===== src/rtl/rr_grant_sequencer_8.sv =====
// rtl/rr_grant_sequencer_8.sv - 8-requester round-robin grant sequencer driving a 3-to-8 decoder select
// Optional build macro: ARB_TIMEOUT_EN (forced release after TIMEOUT grant cycles)
module rr_grant_sequencer_8 #(
  parameter int TIMEOUT = 16,
  parameter int TO_W    = 8
) (
  input  logic       clk,
  input  logic       rst_n,
  input  logic [7:0] req,
  input  logic       done,
  output logic [2:0] grant_idx,
  output logic       grant_valid,
  output logic       busy,
  output logic       timeout_err
);

  typedef enum logic [1:0] {
    IDLE    = 2'd0,
    GRANT   = 2'd1,
    RELEASE = 2'd2
  } state_t;

  state_t     state;
  logic [2:0] ptr;
  logic [2:0] winner;
  logic       any_req;

`ifdef ARB_TIMEOUT_EN
  localparam logic [TO_W-1:0] TO_LAST = TO_W'(TIMEOUT - 1);
  logic [TO_W-1:0] to_cnt;
`else
  // Without the timeout feature a grant is held until done, so no error can occur.
  assign timeout_err = 1'b0;
`endif

  // Rotating priority search: first set request starting at ptr, wrapping 7 -> 0.
  always_comb begin
    logic [2:0] cand;
    winner  = 3'd0;
    any_req = 1'b0;
    cand    = 3'd0;
    for (int k = 0; k < 8; k++) begin
      cand = ptr + 3'(k);
      if (!any_req && req[cand]) begin
        winner  = cand;
        any_req = 1'b1;
      end
    end
  end

  // Grant FSM: all outputs are registered so nothing combinational reaches the decoder select.
  always_ff @(posedge clk or negedge rst_n) begin
    if (!rst_n) begin
      state       <= IDLE;
      ptr         <= 3'd0;
      grant_idx   <= 3'd0;
      grant_valid <= 1'b0;
      busy        <= 1'b0;
`ifdef ARB_TIMEOUT_EN
      to_cnt      <= '0;
      timeout_err <= 1'b0;
`endif
    end else begin
`ifdef ARB_TIMEOUT_EN
      timeout_err <= 1'b0;
`endif
      case (state)
        IDLE: begin
          // grant_idx keeps its last value while nobody is asking.
          if (any_req) begin
            grant_idx   <= winner;
            grant_valid <= 1'b1;
            busy        <= 1'b1;
            state       <= GRANT;
`ifdef ARB_TIMEOUT_EN
            to_cnt      <= '0;
`endif
          end
        end
        GRANT: begin
          // req is ignored here; done takes precedence over a coincident timeout.
          if (done) begin
            grant_valid <= 1'b0;
            ptr         <= grant_idx + 3'd1;
            state       <= RELEASE;
          end
`ifdef ARB_TIMEOUT_EN
          else if (to_cnt == TO_LAST) begin
            grant_valid <= 1'b0;
            ptr         <= grant_idx + 3'd1;
            state       <= RELEASE;
            timeout_err <= 1'b1;
          end else begin
            to_cnt <= to_cnt + 1'b1;
          end
`endif
        end
        RELEASE: begin
          // Dead cycle between decoder selections, then back to arbitration.
          busy  <= 1'b0;
          state <= IDLE;
        end
        default: begin
          grant_valid <= 1'b0;
          busy        <= 1'b0;
          state       <= IDLE;
        end
      endcase
    end
  end

endmodule


===== config.mk =====
export PLATFORM = sky130hd
export DESIGN_NAME = rr_grant_sequencer_8
export DESIGN_NICKNAME = d
export VERILOG_FILES = /design/src/rtl/rr_grant_sequencer_8.sv
export SDC_FILE = /design/constraint.sdc
export NUM_CORES = 1
export LEC_CHECK = 0
export ABC_AREA = 0
export BUFFER_PORTS_ARGS = -buffer_cell sky130_fd_sc_hd__buf_2
export CAP_MARGIN = 20
export CORE_MARGIN = 2
export CORE_UTILIZATION = 40
export CTS_CLUSTER_SIZE = 28
export DETAILED_ROUTE_END_ITERATION = 10
export PLACE_DENSITY = 0.59
export SETUP_SLACK_MARGIN = 0.02
export SLEW_MARGIN = 20
export SYNTH_ARGS = -nofsm -noshare
export SYNTH_HDL_FRONTEND = slang
export SYNTH_SLANG_ARGS = --single-unit
export TNS_END_PERCENT = 5

===== constraint.sdc =====
create_clock -name clk -period 3.8 [get_ports clk]
set_clock_uncertainty 0.15 [all_clocks]
set_input_delay 0.19 -clock clk [delete_from_list [all_inputs] [get_ports clk]]
set_output_delay 0.19 -clock clk [all_outputs]
set_load 0.05 [all_outputs]

# Word level (Yosys, flattened, before mapping)
# Cells that the tools add are included.
[op_classes] multipliers=0 div=0 eq_ne=4 n_bitwise=2 order_cmp=8 n_addsub=8 reduce_logical=20 shifts=0 mux=39
[ops] operator="$lt A3 B4 Y1 const B" n=8
[ops] operator="$bmux W1 S3" n=8
[ops] operator="$mux W3" n=8
[ops] operator="$mux W1" n=18
[ops] operator="$add A3 B3 Y3 const B" n=4
[ops] operator="$reduce_and A2 Y1" n=4
[ops] operator="$logic_and A1 B1 Y1" n=7
[ops] operator="$logic_not A1 Y1" n=7
[ops] operator="$add A3 B1 Y3 const B" n=2
[ops] operator="$add A3 B2 Y3 const B" n=2
[ops] operator="$mux W2" n=2
[ops] operator="$ne A2 B2 Y1 const B" n=2
[ops] operator="$pmux W2 S2" n=1
[ops] operator="$pmux W1 S3" n=1
[ops] operator="$reduce_and A3 Y1" n=1
[ops] operator="$eq A2 B1 Y1 const B" n=1
[ops] operator="$eq A2 B2 Y1 const B" n=1
[ops] operator="$logic_not A2 Y1" n=1
[ops] operator="$not A1 Y1" n=2
[ops] operator="$pmux W1 S2" n=1
[totals] latchBits=0 mem_bits_ro=0 regBits=10 in_bits=11 ram_bits=0 mem_count=0

# Longest topological paths before layout
# Gate-level depths: netlist (run 1).
[depth] ltp_word=26 depth_mapped=11 ltp_nobuf=8

# Worst setup path after synthesis (run 1)
# Ideal clock, no wire load.
[synth_timing] path_type="reg-to-reg" from="register ptr[1]" to="register grant_idx[2]" path_stages_with_launch=12 arrival_time_ns=3.523 setup_ns=0.082 period_less_slack_ns=3.755 t_required_ns=3.568 path_slack_ns=0.045 path_cell_list="dfrtp_1 clkbuf_1 buf_2 inv_1 ha_1 buf_6 mux4_2 mux2_4 o32a_4 o41ai_4 mux2_1 a31oi_1"
[synth_via] elab_chain_cells=25
[synth_lines] element="from (decl)" line_no="24" source="logic [2:0] ptr;"
[synth_lines] element="from (signal assigned)" line_no="84" source="ptr <= grant_idx + 3'd1;"
[synth_lines] element="parallel branches: the longest is 25 deep, another holds $add A3 B1 Y3"
[synth_lines] element="to (signal assigned)" line_no="71" source="grant_idx <= winner;"
[synth_lines] element="to (decl)" line_no="11" source="output logic [2:0] grant_idx,"
# Several ways; the timed one is not identified. The select of a mux whose other input is x is not followed.
# A chain may end at the register's enable or synchronous reset.

# Final worst setup path (run 1)
[layout_timing] from="register ptr[0]" to="register grant_idx[2]"
# The elaborated chain is that of the path after synthesis.

==> results.toml, run 1 <==
[worst_setup_path]
worstSetupPathType = "reg -> reg"
crit_fanout = 12
cp-start-kind = "flip-flop"
r2r_setup_slack_ns = 0.54
rr_startpoint = "ptr[0]$_DFFE_PN0P_"
r2r-end = "grant_idx[2]$_DFFE_PN0P_"
critical_path_arrival_ns = 3.31
ff2ff_path_depth = 8
critPathRequiredTime_ns = 3.85
crit_path_end_kind = "flip-flop"

[logic_synthesis]
synth_adder_area_share = 0.0276
yosys_most_used_dff = "dfrtp_1"
postSynth.asyncResetShare = 1.00
yosysSeqAreaShare = 0.184
synth.area.top_cells = "dfrtp_1 18%, mux4_2 15%, mux4_1 12%, mux2_2 5.8%, mux2i_1 5.2%"
yosys.area_share.simple = 0.125
synth_mux_area_frac = 0.402
ys_ff_latch = 10
syn_nets = 141
ys_warn_count = 0
synth-edff-count = 0
netlist_instances = 127
synth.avg_cell_area_sq_um = 10.7
synth_top_area_frac = 0.184
netlist-cell-type-count = 45
netlist_area_sq_um = 1360
synth_top_family_by_area = "multiplexers"
synth_compound_area_frac = 0.164
synth_top_area_cell = "dfrtp_1"
synthXorXnorAreaFrac = 0.0322

[cells_and_area]
area_growth_pct = 12.7
antennaDiodeCount = 0
fillers = 340
most-common-layout-cells = "15 x buf_2, 10 x dfrtp_1, 9 x mux4_2, 9 x nand2_1"
nets = 162
final_layout_size_suffix_gt1_frac = 0.315
area.sequential_sq_um = 250
final_common_cell = "buf_2"
multiInputGateArea_sq_um = 1020

[clock_tree]
numCtsBuffers = 3
numClockSinks = 10
clock_latency_ns = 0.27
cts-root-buf = "clkbuf_4"
cts_tree = "yes"
cts_resized = 0
clk_pin_slew_ns = 0.07
cts_max_level = 1
holdBufCountCts = 2
ctsLongestPathBuffers = 2
post-cts-setup-buffers = 0

[sta]
tightest_slew_ns = 0.599
setup_viol = 0
period_minus_slack_ns = 3.26
rsz0062_at_grt = "false"
setup_tns_ns = 0
hold_viol = 0
relSlewSlack = 0.601
max_clock_freq_ghz = 0.307
slew_violations = 0
post-route-period-util = 0.858

[detailed_routing]
drc = 0
drt_iter0_markers = 28
drtPass1Iterations = 4
vias = 1136
wl_per_cell_microns = 17.5
totalWireLength_microns = 3370
ant_nets = 0
viasPerCell = 5.92

[worst_hold_path]
min_path_type = "in -> async"

[placement]
dpl.hpwl_microns = 2590
place.gp.congestion = 0.811
port_buffers = 15

[floorplanning]
die_w_microns = 62.3
core_sq_um = 3310
row_count = 21
start_util = 0.411
dieArea_sq_um = 3880
ios = 17
die_y_microns = 62.3

[outcome]
status = "finished clean"

[grt]
grt_usage = 0.187
antenna_found_initial = 0
grt_overflow_total = 0
grt_pass1_wl_microns = 5780
grt_max_degree = 15
grt_pass1_vias = 1211

[job]
drv_cap = 0
-- area by class of cell --
type | instances | share of cell area
multi-input cells | 101 | 0.669
flip-flops and latches | 10 | 0.163
repair buffers | 24 | 0.0963
well taps | 46 | 0.0376
inverters | 8 | 0.0196
clock buffers | 3 | 0.0147
-- how the worst max path moves through the flow --
| stage | end | slack [ns] | from | cells after the start |
|---|---|---|---|---|
| after floorplan | grant_idx[2]$_DFFE_PN0P_ | 0.05 | ptr[1]$_DFFE_PN0P_ | 11 |
| after global placement | grant_idx[2]$_DFFE_PN0P_ | 0.61 | ptr[0]$_DFFE_PN0P_ | 8 |
| after detailed placement | grant_idx[1]$_DFFE_PN0P_ | 0.56 | ptr[0]$_DFFE_PN0P_ | 9 |
| after CTS | grant_idx[2]$_DFFE_PN0P_ | 0.55 | ptr[0]$_DFFE_PN0P_ | 8 |
| after global routing | grant_idx[2]$_DFFE_PN0P_ | 0.32 | ptr[1]$_DFFE_PN0P_ | 9 |
| final | grant_idx[2]$_DFFE_PN0P_ | 0.54 | ptr[0]$_DFFE_PN0P_ | 8 |
-- cells in the mapped netlist (2+ instances only) --
| cell type | instances |
|---|---|
| o21ai_0 | 8 |
| nand2_1 | 9 |
| xor2_1 | 2 |
| inv_1 | 8 |
| xnor2_1 | 3 |
| a31oi_1 | 4 |
| nand3_1 | 3 |
| mux2i_1 | 7 |
| nor2_1 | 3 |
| clkbuf_1 | 2 |
| buf_6 | 2 |
| nand2b_1 | 2 |
| nand3b_1 | 3 |
| o211ai_1 | 2 |
| buf_2 | 2 |
| mux4_2 | 9 |
| a211oi_1 | 2 |
| mux2_1 | 2 |
| ha_1 | 3 |
| nor3_1 | 2 |
| buf_4 | 2 |
| mux2_2 | 7 |
| mux4_1 | 6 |
| dfrtp_1 | 10 |
| a21oi_1 | 3 |
| nor2b_1 | 2 |
-- state kept, by name (all words and copies together) (netlist names) --
signal and cells:
busy 1, grant_valid 1, grant_idx 3, ptr 3
state 2
-- critical path: stages (launching register included) --
cell	delay, ns
dfrtp_1	0.34
buf_4	0.22
ha_1	0.40
mux2_2	0.38
mux4_1	0.56
o32a_4	0.27
o41ai_4	0.38
mux2_1	0.36
a31oi_1	0.14
-- per-stage QoR --
step | cells | utilization | cell area [sq um] | setup WS [ns] | hold WS [ns]
floorplan | 127 | - | 1360 | 0.0454 | -0.256
global placement | 187 | 0.450 | 1490 | 0.606 | -0.0908
detailed placement | 187 | 0.450 | 1490 | 0.559 | -0.0829
CTS | 192 | 0.463 | 1530 | 0.547 | 0.164
global route | 192 | 0.463 | 1530 | 0.323 | 0.200
finish | 192 | 0.463 | 1530 | 0.538 | 0.156
-- kinds of logic after synthesis --
logic type | after synthesis
compound gates | 28
xor+xnor | 5
fa+ha+maj | 3
buf+inv | 16
flops | 10
mux | 32
other cells | 1
simple gates | 32
-- layer usage --
layer  global-route usage  vias to the layer above  wire (microns)  share of wire
met1                0.257                      569            1640           0.49
met4               0.0222                        0               0              0
met3               0.0399                        0              94          0.028
met5                    0                        -               0              0
met2                0.314                       23            1640           0.49
li1                     -                      544               -              -
Power of run 1 is left out: the tool's default activity adds up to more than one toggle a clock period on the data nets, which glitch-free logic cannot reach.
==> inputs of run 2 (changes only) <==
--- a/config.mk
+++ b/config.mk
@@ -12,7 +12,8 @@
 export CORE_UTILIZATION = 40
 export CTS_CLUSTER_SIZE = 28
 export DETAILED_ROUTE_END_ITERATION = 10
-export PLACE_DENSITY = 0.59
+export GPL_TIMING_DRIVEN = 0
+export PLACE_DENSITY_LB_ADDON = 0.3
 export SETUP_SLACK_MARGIN = 0.02
 export SLEW_MARGIN = 20
 export SYNTH_ARGS = -nofsm -noshare
==> results.toml, run 2 (synthesized netlist as in run 1, its figures left out) <==
[outcome]
status = "finished clean"

[worst_setup_path]
worstSetupPathType = "reg -> reg"
crit_fanout = 10
crit_path_end_kind = "flip-flop"
cp-startpoint = "ptr[1]$_DFFE_PN0P_"
critPathRequiredTime_ns = 3.83
cp-start-kind = "flip-flop"
rr_startpoint = "ptr[1]$_DFFE_PN0P_"
critical_path_arrival_ns = 3.56

[detailed_routing]
viasPerCell = 6.06
vias = 1176
drtPass1Iterations = 5
totalWireLength_microns = 3250
ant_nets = 0
drc = 0
drt_iter0_markers = 59
wl_per_cell_microns = 16.8

[cells_and_area]
area_growth_pct = 15.7
antennaDiodeCount = 0
most-common-layout-cells = "17 x buf_2, 9 x mux4_2, 9 x nand2_1, 9 x dfrtp_1"
fillers = 338
nets = 163
largestRegisters = "grant_idx: 3 flops, ptr: 3 flops, state: 2 flops"
final_common_cell = "buf_2"
multiInputGateArea_sq_um = 1040
area.sequential_sq_um = 251
final_layout_size_suffix_gt1_frac = 0.338

[sta]
period_minus_slack_ns = 3.52
rsz0062_at_grt = "false"
post-route-period-util = 0.927
relSlewSlack = 0.612
slew_violations = 0
hold_viol = 0
setup_viol = 0
tightest_slew_ns = 0.578
worst_hold_slack_ns = 0.160
max_clock_freq_ghz = 0.284

[clock_tree]
clk_pin_slew_ns = 0.07
numCtsBuffers = 3
clock_latency_ns = 0.26
ctsLongestPathBuffers = 2
cts-root-buf = "clkbuf_4"
cts_max_level = 1
cts_tree = "yes"
numClockSinks = 10

[placement]
port_buffers = 15
dpl.hpwl_microns = 2490
place.gp.congestion = 0.896

[grt]
grt_overflow_total = 0
antenna_found_initial = 0
grt_pass1_vias = 1194
grt_max_degree = 11
grt_pass1_wl_microns = 5920
grt_usage = 0.189

[floorplanning]
ios = 17
core_sq_um = 3310
die_w_microns = 62.3
dieArea_sq_um = 3880
die_y_microns = 62.3
start_util = 0.411
row_count = 21

[job]
drv_cap = 0

[worst_hold_path]
min_path_type = "in -> async"
## run 2: final timing paths
path / end / slack [ns] / depth (start not counted)
hold / removal: grant_idx[2]$_DFFE_PN0P_ / 0.16 / 2
min in group clk: grant_valid$_DFFE_PN0P_ / 0.33 / 2
max in group asynchronous: ptr[1]$_DFFE_PN0P_ / 3.13 / 2
setup reg to reg: grant_idx[2]$_DFFE_PN0P_ / 0.28 / 10
hold reg to reg: grant_valid$_DFFE_PN0P_ / 0.33 / 2
setup / recovery: grant_idx[2]$_DFFE_PN0P_ / 0.28 / 10
## run 2: cell type report
cell class | instances | area share
sequential | 10 | 0.160
clock buffer | 4 | 0.0231
tap | 46 | 0.0366
timing repair buffer | 18 | 0.0652
inverter | 8 | 0.0191
buffer | 7 | 0.0326
multi-input combinational | 101 | 0.664
## run 2: routing by layer
metal	global-route usage	up-vias	wire length (microns)
li1	-	545	-
met1	0.261	599	1490
met2	0.313	30	1640
met3	0.0399	2	103
met4	0.0306	0	16
met5	0	-	0
## run 2: timing repair
action | 4_1_cts | 5_1_grt
setup endpoints to repair | 6 | 3
setup buffers | 1 | 0
hold endpoints to repair | 11 | 0
gates cloned | 0 | 0
pin swaps | 1 | 0
hold buffers | 2 | 0
gates resized for setup | 1 | 3
## run 2: worst max-delay path: stages (launching register included)
cell	delay [ns]
dfrtp_2	0.49
buf_2	0.29
inv_1	0.07
ha_1	0.34
buf_6	0.17
mux4_2	0.50
mux2_4	0.30
o32a_4	0.38
o41ai_4	0.24
mux2_1	0.35
a31oi_1	0.16
## run 2: stage by stage
stage               setup slack [ns]  TNS, ns  cell area, sq um   util  std cells
finish                         0.277        0              1570  0.475        194
global placement              -0.320   -0.567              1490  0.451        188
detailed placement            -0.392   -0.811              1490  0.451        188
floorplan                     0.0454        0              1360      -        127
CTS                           0.0876        0              1560  0.470        194
global route                  0.0414        0              1570  0.475        194
Power of run 2 is left out for the same reason.
